[config.mk]
export PLATFORM = sky130hd
export DESIGN_NAME = ram_fifo_ctrl
export DESIGN_NICKNAME = d
export VERILOG_FILES = /design/src/rtl/ram_fifo_ctrl_pkg.sv /design/src/rtl/ram_fifo_ctrl.sv
export SDC_FILE = /design/constraint.sdc
export NUM_CORES = 1
export LEC_CHECK = 0
export BUFFER_PORTS_ARGS = -buffer_cell sky130_fd_sc_hd__buf_2
export CAP_MARGIN = 20
export CORE_MARGIN = 2
export CORE_UTILIZATION = 30
export DETAILED_ROUTE_END_ITERATION = 10
export PLACE_DENSITY = 0.52
export SYNTH_ARGS = -nofsm -noshare
export SYNTH_HDL_FRONTEND = slang
export SYNTH_SLANG_ARGS = --single-unit
[constraint.sdc]
create_clock -name i_rwclk -period 3.7 [get_ports i_rwclk]
set_input_delay 0.185 -clock i_rwclk [delete_from_list [all_inputs] [get_ports i_rwclk]]
set_output_delay 0.185 -clock i_rwclk [all_outputs]
set_load 0.01 [all_outputs]
[src/rtl/ram_fifo_ctrl_pkg.sv]
// Shared sizing constants for the single-clock FIFO controller that drives an external 256x8 RAM.
package ram_fifo_ctrl_pkg;
  localparam int DEPTH          = 256;
  localparam int AW             = 8;
  localparam int DW             = 8;
  localparam int CW             = 9;
  localparam int AFULL_LVL_DEF  = 224;
  localparam int AEMPTY_LVL_DEF = 32;
endpackage

[src/rtl/ram_fifo_ctrl.sv]
// FIFO pointer/count/flag controller for an external RAM with registered, one-cycle read data.
module ram_fifo_ctrl
  import ram_fifo_ctrl_pkg::*;
#(
  parameter int AFULL_LVL  = AFULL_LVL_DEF,
  parameter int AEMPTY_LVL = AEMPTY_LVL_DEF
) (
  input  logic          i_rwclk,
  input  logic          i_resetn,
  input  logic          i_clr,
  input  logic          i_push,
  input  logic [DW-1:0] i_wdata,
  input  logic          i_pop,
  output logic [DW-1:0] o_rdata,
  output logic          o_rvalid,
  output logic          o_full,
  output logic          o_empty,
  output logic          o_afull,
  output logic          o_aempty,
  output logic [CW-1:0] o_count,
  output logic          o_overflow,
  output logic          o_underflow,
  output logic          o_ram_wen,
  output logic          o_ram_ren,
  output logic [AW-1:0] o_ram_waddr,
  output logic [AW-1:0] o_ram_raddr,
  output logic [DW-1:0] o_ram_wd,
  input  logic [DW-1:0] i_ram_rd
);

  logic [AW-1:0] r_wptr;
  logic [AW-1:0] r_rptr;
  logic [CW-1:0] r_count;
  logic          r_rvalid;
  logic          r_overflow;
  logic          r_underflow;

  logic w_full;
  logic w_empty;
  logic w_push_ok;
  logic w_pop_ok;

  // Flags come only from the registered count, so PUSH/POP never reach them combinationally.
  assign w_full  = (r_count == CW'(DEPTH));
  assign w_empty = (r_count == '0);

  // FULL blocks a push even alongside a pop, keeping read and write off the same address.
  assign w_push_ok = i_push & ~w_full  & ~i_clr;
  assign w_pop_ok  = i_pop  & ~w_empty & ~i_clr;

  always_ff @(posedge i_rwclk or negedge i_resetn) begin
    if (!i_resetn) begin
      r_wptr      <= '0;
      r_rptr      <= '0;
      r_count     <= '0;
      r_rvalid    <= 1'b0;
      r_overflow  <= 1'b0;
      r_underflow <= 1'b0;
    end else if (i_clr) begin
      r_wptr      <= '0;
      r_rptr      <= '0;
      r_count     <= '0;
      r_rvalid    <= 1'b0;
      r_overflow  <= 1'b0;
      r_underflow <= 1'b0;
    end else begin
      if (w_push_ok) r_wptr <= r_wptr + 1'b1;
      if (w_pop_ok)  r_rptr <= r_rptr + 1'b1;
      case ({w_push_ok, w_pop_ok})
        2'b10:   r_count <= r_count + 1'b1;
        2'b01:   r_count <= r_count - 1'b1;
        default: r_count <= r_count;
      endcase
      r_rvalid <= w_pop_ok;
      if (i_push && w_full)  r_overflow  <= 1'b1;
      if (i_pop  && w_empty) r_underflow <= 1'b1;
    end
  end

  assign o_ram_wen   = w_push_ok;
  assign o_ram_ren   = w_pop_ok;
  assign o_ram_waddr = r_wptr;
  assign o_ram_raddr = r_rptr;
  assign o_ram_wd    = i_wdata;

  // The RAM holds its read register while REN is low, so RDATA stays put between pops.
  assign o_rdata     = i_ram_rd;
  assign o_rvalid    = r_rvalid;
  assign o_count     = r_count;
  assign o_full      = w_full;
  assign o_empty     = w_empty;
  assign o_afull     = (r_count >= CW'(AFULL_LVL));
  assign o_aempty    = (r_count <= CW'(AEMPTY_LVL));
  assign o_overflow  = r_overflow;
  assign o_underflow = r_underflow;

endmodule

# Word level (Yosys, flattened, before mapping)
# Cells that the tools add are included.
# Widths: inputs -> output; s select.
op_classes:
  add_sub_neg: 4
  n_mul: 0
  n_div: 0
  n_lt_le_gt_ge: 2
  eq_ne: 3
  n_shift: 0
  muxes: 11
  bitwise: 7
  reduce_logical: 8
ops:
  columns: ["cell", "count"]
  rows:
  - ["$mux 8", 4]
  - ["$pmux 9 s2", 1]
  - ["$add 8x1->8 const B", 2]
  - ["$add 9x1->9 const B", 1]
  - ["$eq 9x9->1 const B", 1]
  - ["$ge 9x8->1 const B", 1]
  - ["$le 9x6->1 const B", 1]
  - ["$logic_not 9->1", 1]
  - ["$mux 9", 1]
  - ["$sub 9x1->9 const B", 1]
  - ["$reduce_bool 2->1", 4]
  - ["$mux 1", 5]
  - ["$and 1x1->1", 4]
  - ["$not 1->1", 3]
  - ["$reduce_bool 3->1", 1]
  - ["$eq 2x1->1 const B", 1]
  - ["$eq 2x2->1 const B", 1]
  - ["$logic_and 1x1->1", 2]
word_totals:
  reg_bits: 28
  latchBits: 0
  ram_bits: 0
  mem_bits_ro: 0
  input_bits: 21
  elab_cells: 41
  mem_count: 0

# Depth between registers and ports, before layout
logic_depth:
  word_depth: 7
  mapped_depth: 10
  depth_no_buf: 9

# Worst setup path before layout
# OpenSTA, ideal clock, no wires.
synth_path:
  path_type: "register -> register"
  from: "register r_count[3], in the netlist o_count[3]"
  to: "register r_count[8], in the netlist o_count[8]"
  setup_time_ns: 0.136
  arrival_ns: 3.140
  required_ns: 3.564
  setup_slack_ns: 0.423
  path_stages_with_launch: 11
  path_cell_list: "dfrtp_1 -> nor4_2 -> a31oi_1 -> clkbuf_1 -> nor3_1 -> ha_1 -> a211oi_1 -> o211ai_1 -> a21oi_1 -> mux2i_1 -> o311ai_1"
synth_between:
  elab_chain_cells: 7
synth_rtl:
  columns: ["item", "line", "rtl"]
  rows:
  - ["from (decl)", "ram_fifo_ctrl.sv:33", "logic [CW-1:0] r_count;"]
  - ["from (signal assigned)", "ram_fifo_ctrl.sv:70", "2'b10: r_count <= r_count + 1'b1;"]
  - ["from (signal assigned)", "ram_fifo_ctrl.sv:71", "2'b01: r_count <= r_count - 1'b1;"]
  - ["from (signal assigned)", "ram_fifo_ctrl.sv:72", "default: r_count <= r_count;"]
  - ["$eq 9x9->1 or $logic_not 9->1 (tied branches)", "ram_fifo_ctrl.sv:44, ram_fifo_ctrl.sv:45", null]
  - ["$not 1->1 (on tied branches)", "ram_fifo_ctrl.sv:48, ram_fifo_ctrl.sv:49", null]
  - ["$and 1x1->1 (on tied branches) (2 in a row)", "ram_fifo_ctrl.sv:48, ram_fifo_ctrl.sv:49", null]
  - ["$eq 2x1->1 or $eq 2x2->1 (tied branches)", "ram_fifo_ctrl.sv:69", "case ({w_push_ok, w_pop_ok})"]
  - ["$pmux 9 s2", "ram_fifo_ctrl.sv:69", null]
  - ["$mux 9", "ram_fifo_ctrl.sv:59", "end else if (i_clr) begin"]
# Parallel ways exist; a longest one is shown, timed or not.
# A chain may end at the register's enable or synchronous reset.

# Final worst setup path
layout_path:
  from: "register r_count[0], in the netlist o_count[0]"
  to: "register r_count[8], in the netlist o_count[8]"
# The elaborated chain is that of the path after synthesis.

==> summary by stage <==
Run status
The flow ran to the end, and the final reports show no timing, DRC or antenna violations.

Critical path
The maximum net fanout on the critical path is 8. In this run the critical register-to-register path is launched from o_count[0]. In this run the number of cells on the critical path is 10. The timing startpoint of the critical path is o_count[0]. The critical path goes through nor4_2 -> a31o_2 -> nor3_1 -> buf_4 -> fa_1 -> a211oi_1 -> o211ai_1 -> a21oi_1 -> mux2i_1 -> o311ai_1. The endpoint identified for the worst register-to-register timing path is o_count[8]. Counting cells, the worst reg-to-reg path comes to 10. Broken down by cell family, the worst path's largest delay share belongs to compound AO/OA/AOI/OAI gates. The signal arrival time at the worst endpoint is 3.41 ns. The type of the setup path with the least slack is reg2reg.

The required time at the worst-slack endpoint is 3.85 ns. The peak per-stage delay on the critical path is 0.50 ns. The worst setup path is captured at a flop. Counting both buffers and inverters, the worst setup path holds a total of 1. The worst setup slack for register-to-register paths is 0.45 ns. The most critical setup path has its endpoint at o_count[8]. The cell at the slowest stage of the critical path is dfrtp_1. The sort of element at the start of the critical path is a flop.

GRT
The largest net degree at the start of global routing is 30. The first global-routing pass estimated 7431 um of wire. Global routing consumed, over all layers together, 14.46% of the routing resources.

The number of antenna violations at the first check in global routing came to 0. The remaining global-route overflow is 0. The via count of the first global-routing pass is 1421.

Timing
The number of pins with negative max-slew slack in the final report was 0. The final number of hold-violating endpoints came to 0. The worst-case hold slack is 0.1851 ns. For the pin with the worst max-slew slack, the measured transition is 0.6706 ns. Setup repair after global routing left no endpoint under its margin.

The achievable frequency is 307.3 MHz. Headroom to the max-slew limit came out at 55.09%. After routing, the total negative slack on setup checks comes to 0 ns. The post-route clock period utilization is 87.95%. The routed design could run at a clock period as short as 3.254 ns. The worst clock skew is 0.007303 ns. Setup violations remaining at the end of the flow were counted as 0.

Synthesis
The fraction of registers with async set or reset after synthesis is 100.0%. The number of warnings reported in the yosys synthesis log is 0. In this run, synthesis inferred 0 flip-flops with an integrated enable. The instance count of the mapped netlist is 195. The synthesized design contains 28 register bits. Ranked by total cell area, the synthesized netlist is headed by dfrtp_1, buf_4, xor2_1. For this run, the leading register cell type out of synthesis is dfrtp_1. Summing every instance area after synthesis gives 1814 sq um.

The most area-hungry cell type in the Yosys netlist is dfrtp_1. The post-synthesis area per instance is 9.304 sq um. The number of nets handed over by synthesis was 226. By count the netlist is led by dfrtp_1, nor2_1, buf_4, nand2_1, xor2_1. For this run, the register share of the synthesized area comes to 38.62%. In this run the biggest area consumer among cell types represents 38.62% of the synthesized area.

The number of different library cells in the post-synthesis netlist is 37. Among all cell types in the netlist, the one instantiated most often is dfrtp_1.

Drt
The detailed router put a total of 2171 um of wire on met1. The final layout contains routed wiring with a total length of 4405 um. The mean number of vias per cell is 5.027. After detailed routing, the average wire length per cell comes to 14.83 um. The pre-antenna-repair detailed-routing pass consisted of 4 iterations. The detailed-route DRC error count is 0. Detailed routing placed a total of 247 um of wire on met3.

The antenna violation net count after detailed routing is 0. In the detailed route, the total length drawn on met2 is 1945 um. The uppermost metal layer occupied by signal nets is met4. In this run, the number of DRC markers left after iteration 0 of detailed routing was 64. The total vias in the final route is 1493.

Finish
The layout filler cell count is 639. Cells with a size suffix above 1 make up 23.42% of the layout. The post-synthesis to final-layout area growth is 13.45%. Summing all flip-flop and latch instances after layout gives 700.7 sq um.

The count of cells in the finished layout, fillers not included, comes to 297. The number of antenna diodes in the final layout is 0. The final layout contains 254 nets. The multi-input gate area in the final layout is 963.4 sq um.

Clock tree
Clock latency on the worst-skew pair, taken at its later pin, is 0.28 ns. The clock passes through at most 2 buffers. The total number of H-tree levels is 1. The clock sink count is 28. Clock tree synthesis inserted a total of 3 buffers. The tree is rooted in a clkbuf_8. TritonCTS built the clock tree. The clock-pin transition on the worst setup and hold timing paths is 0.10 ns.

Power and ir drop
Per report_power, the combinational group accounts for 54.1% of the total. Summed over all nets, the switching power comes to 651.8 uW. Dividing total power by cell area gives a power density of 693.5 nW/um^2.

Cell internal power was estimated by the tool at 775.6 uW. In this run the static leakage power is 0.001068 uW. The clock network fraction of total power is 13.6%.

Sequential cells burn 32.3% of the power. Of the total power, the share spent switching nets is 45.66%. Across the VDD grid, the largest voltage drop is 0.3910 mV.

Die
In this run the standard cell core region covers 5886 sq um. The I/O pin count is 71. The standard-cell row count is 28. The floorplan step set the die width to 81.77 um. The initial utilization of the core area, before any placement, comes to 30.82%. The die covers 6686 sq um. From bottom edge to top edge, the die measures 81.77 um.

Job
Max-cap violations in this run came to 0.

Place
Buffers placed on the I/O ports in this run total 38. At the end of routability-driven placement, the weighted congestion stood at 0.8661. The total half-perimeter wirelength after legalization and detailed placement is 3231 um. The number of placed cells counting well taps is 292.

Hold path
The class of the tightest hold or removal check is in2reg.
[how the worst min path moves through the flow]
stage | startpoint | end | slack [ns] | cells past startpoint
after floorplan | i_resetn | o_count[0] | -0.11 | 0
after global placement | i_resetn | o_count[1] | 0.27 | 1
after detailed placement | i_resetn | o_count[1] | 0.26 | 1
after CTS | i_pop | o_underflow | 0.18 | 3
after global routing | i_push | o_overflow | 0.22 | 3
final | i_pop | o_underflow | 0.19 | 3
[layout by cell type, fill, tap and decap left out]
master	instances
a31o_2	1
and3_1	3
fa_1	1
o311ai_1	1
a21oi_1	8
and4_1	1
nand3_1	5
xor2_1	13
a31oi_1	2
nand2_1	15
dlygate4sd3_1	1
clkbuf_8	4
buf_4	4
o21bai_1	2
nor4_2	2
nor3_1	6
a211oi_1	4
ha_1	9
dfrtp_1	28
o31ai_1	3
nand4_1	8
a21oi_4	1
xnor2_1	5
inv_1	4
mux2_4	1
buf_2	38
mux2i_1	2
o211ai_1	4
a41oi_1	1
mux2_1	2
nand2_2	1
a21bo_1	1
a21o_1	6
o21ai_1	1
o21ai_0	4
nor2_1	27
a2111oi_0	1
nor4_1	2
[metrics by stage]
step	power, uW	cell area [sq um]	worst slack [ns]	utilization [%]
2_1_floorplan	993.1	1814	0.4234	-
3_3_place_gp	1239	1993	0.5591	33.86
3_5_place_dp	1240	1993	0.5017	33.86
4_1_cts	1443	2058	0.4740	34.97
5_1_grt	1572	2058	0.1263	34.97
6_report	1427	2058	0.4458	34.97
[worst min-delay path, cell delays in order]
cell and delay (ns):
buf_2 0.11, a21oi_1 0.06, nor2_1 0.08
[cell type report]
cell class | instances | area share, %
Inverter | 4 | 0.7295
Sequential cell | 28 | 34.04
Clock buffer | 4 | 2.675
Tap cell | 75 | 4.559
Timing Repair Buffer | 43 | 11.19
Multi-Input combinational cell | 143 | 46.81
[logic make-up after synthesis]
family	share of synthesized area, %
mux	3.172
buf+inv	8.276
flops	38.62
xor+xnor	8.690
compound gates	15.52
fa+ha+maj	7.310
simple gates	18.41
[repair_timing]
action                                  4_1_cts  5_1_grt
buffers inserted                              0        0
endpoints found under the hold margin        28        0
hold buffers                                  1        0
resized for setup                             0        0
endpoints found under the setup margin        0        0
[registers in the layout, indices dropped and copies added, names as in the netlist]
signal / count
o_underflow: 1
o_rvalid: 1
o_ram_raddr: 8
o_overflow: 1
o_ram_waddr: 8
o_count: 9
[per-layer routing]
metal  track usage, %  up-vias
met1            20.37      724
met2            22.20       33
li1                 -      732
met3            3.077        4
met4            4.333        0
met5                0        -
[power groups by stage]
stage	registers (uW)	logic, uW	clock network, uW
global route	473	876	223
detailed placement	465	775	0
finish	461	773	194
CTS	460	777	207
floorplan	482	512	0
global placement	465	774	0
Power figures use the tool's default switching activity.
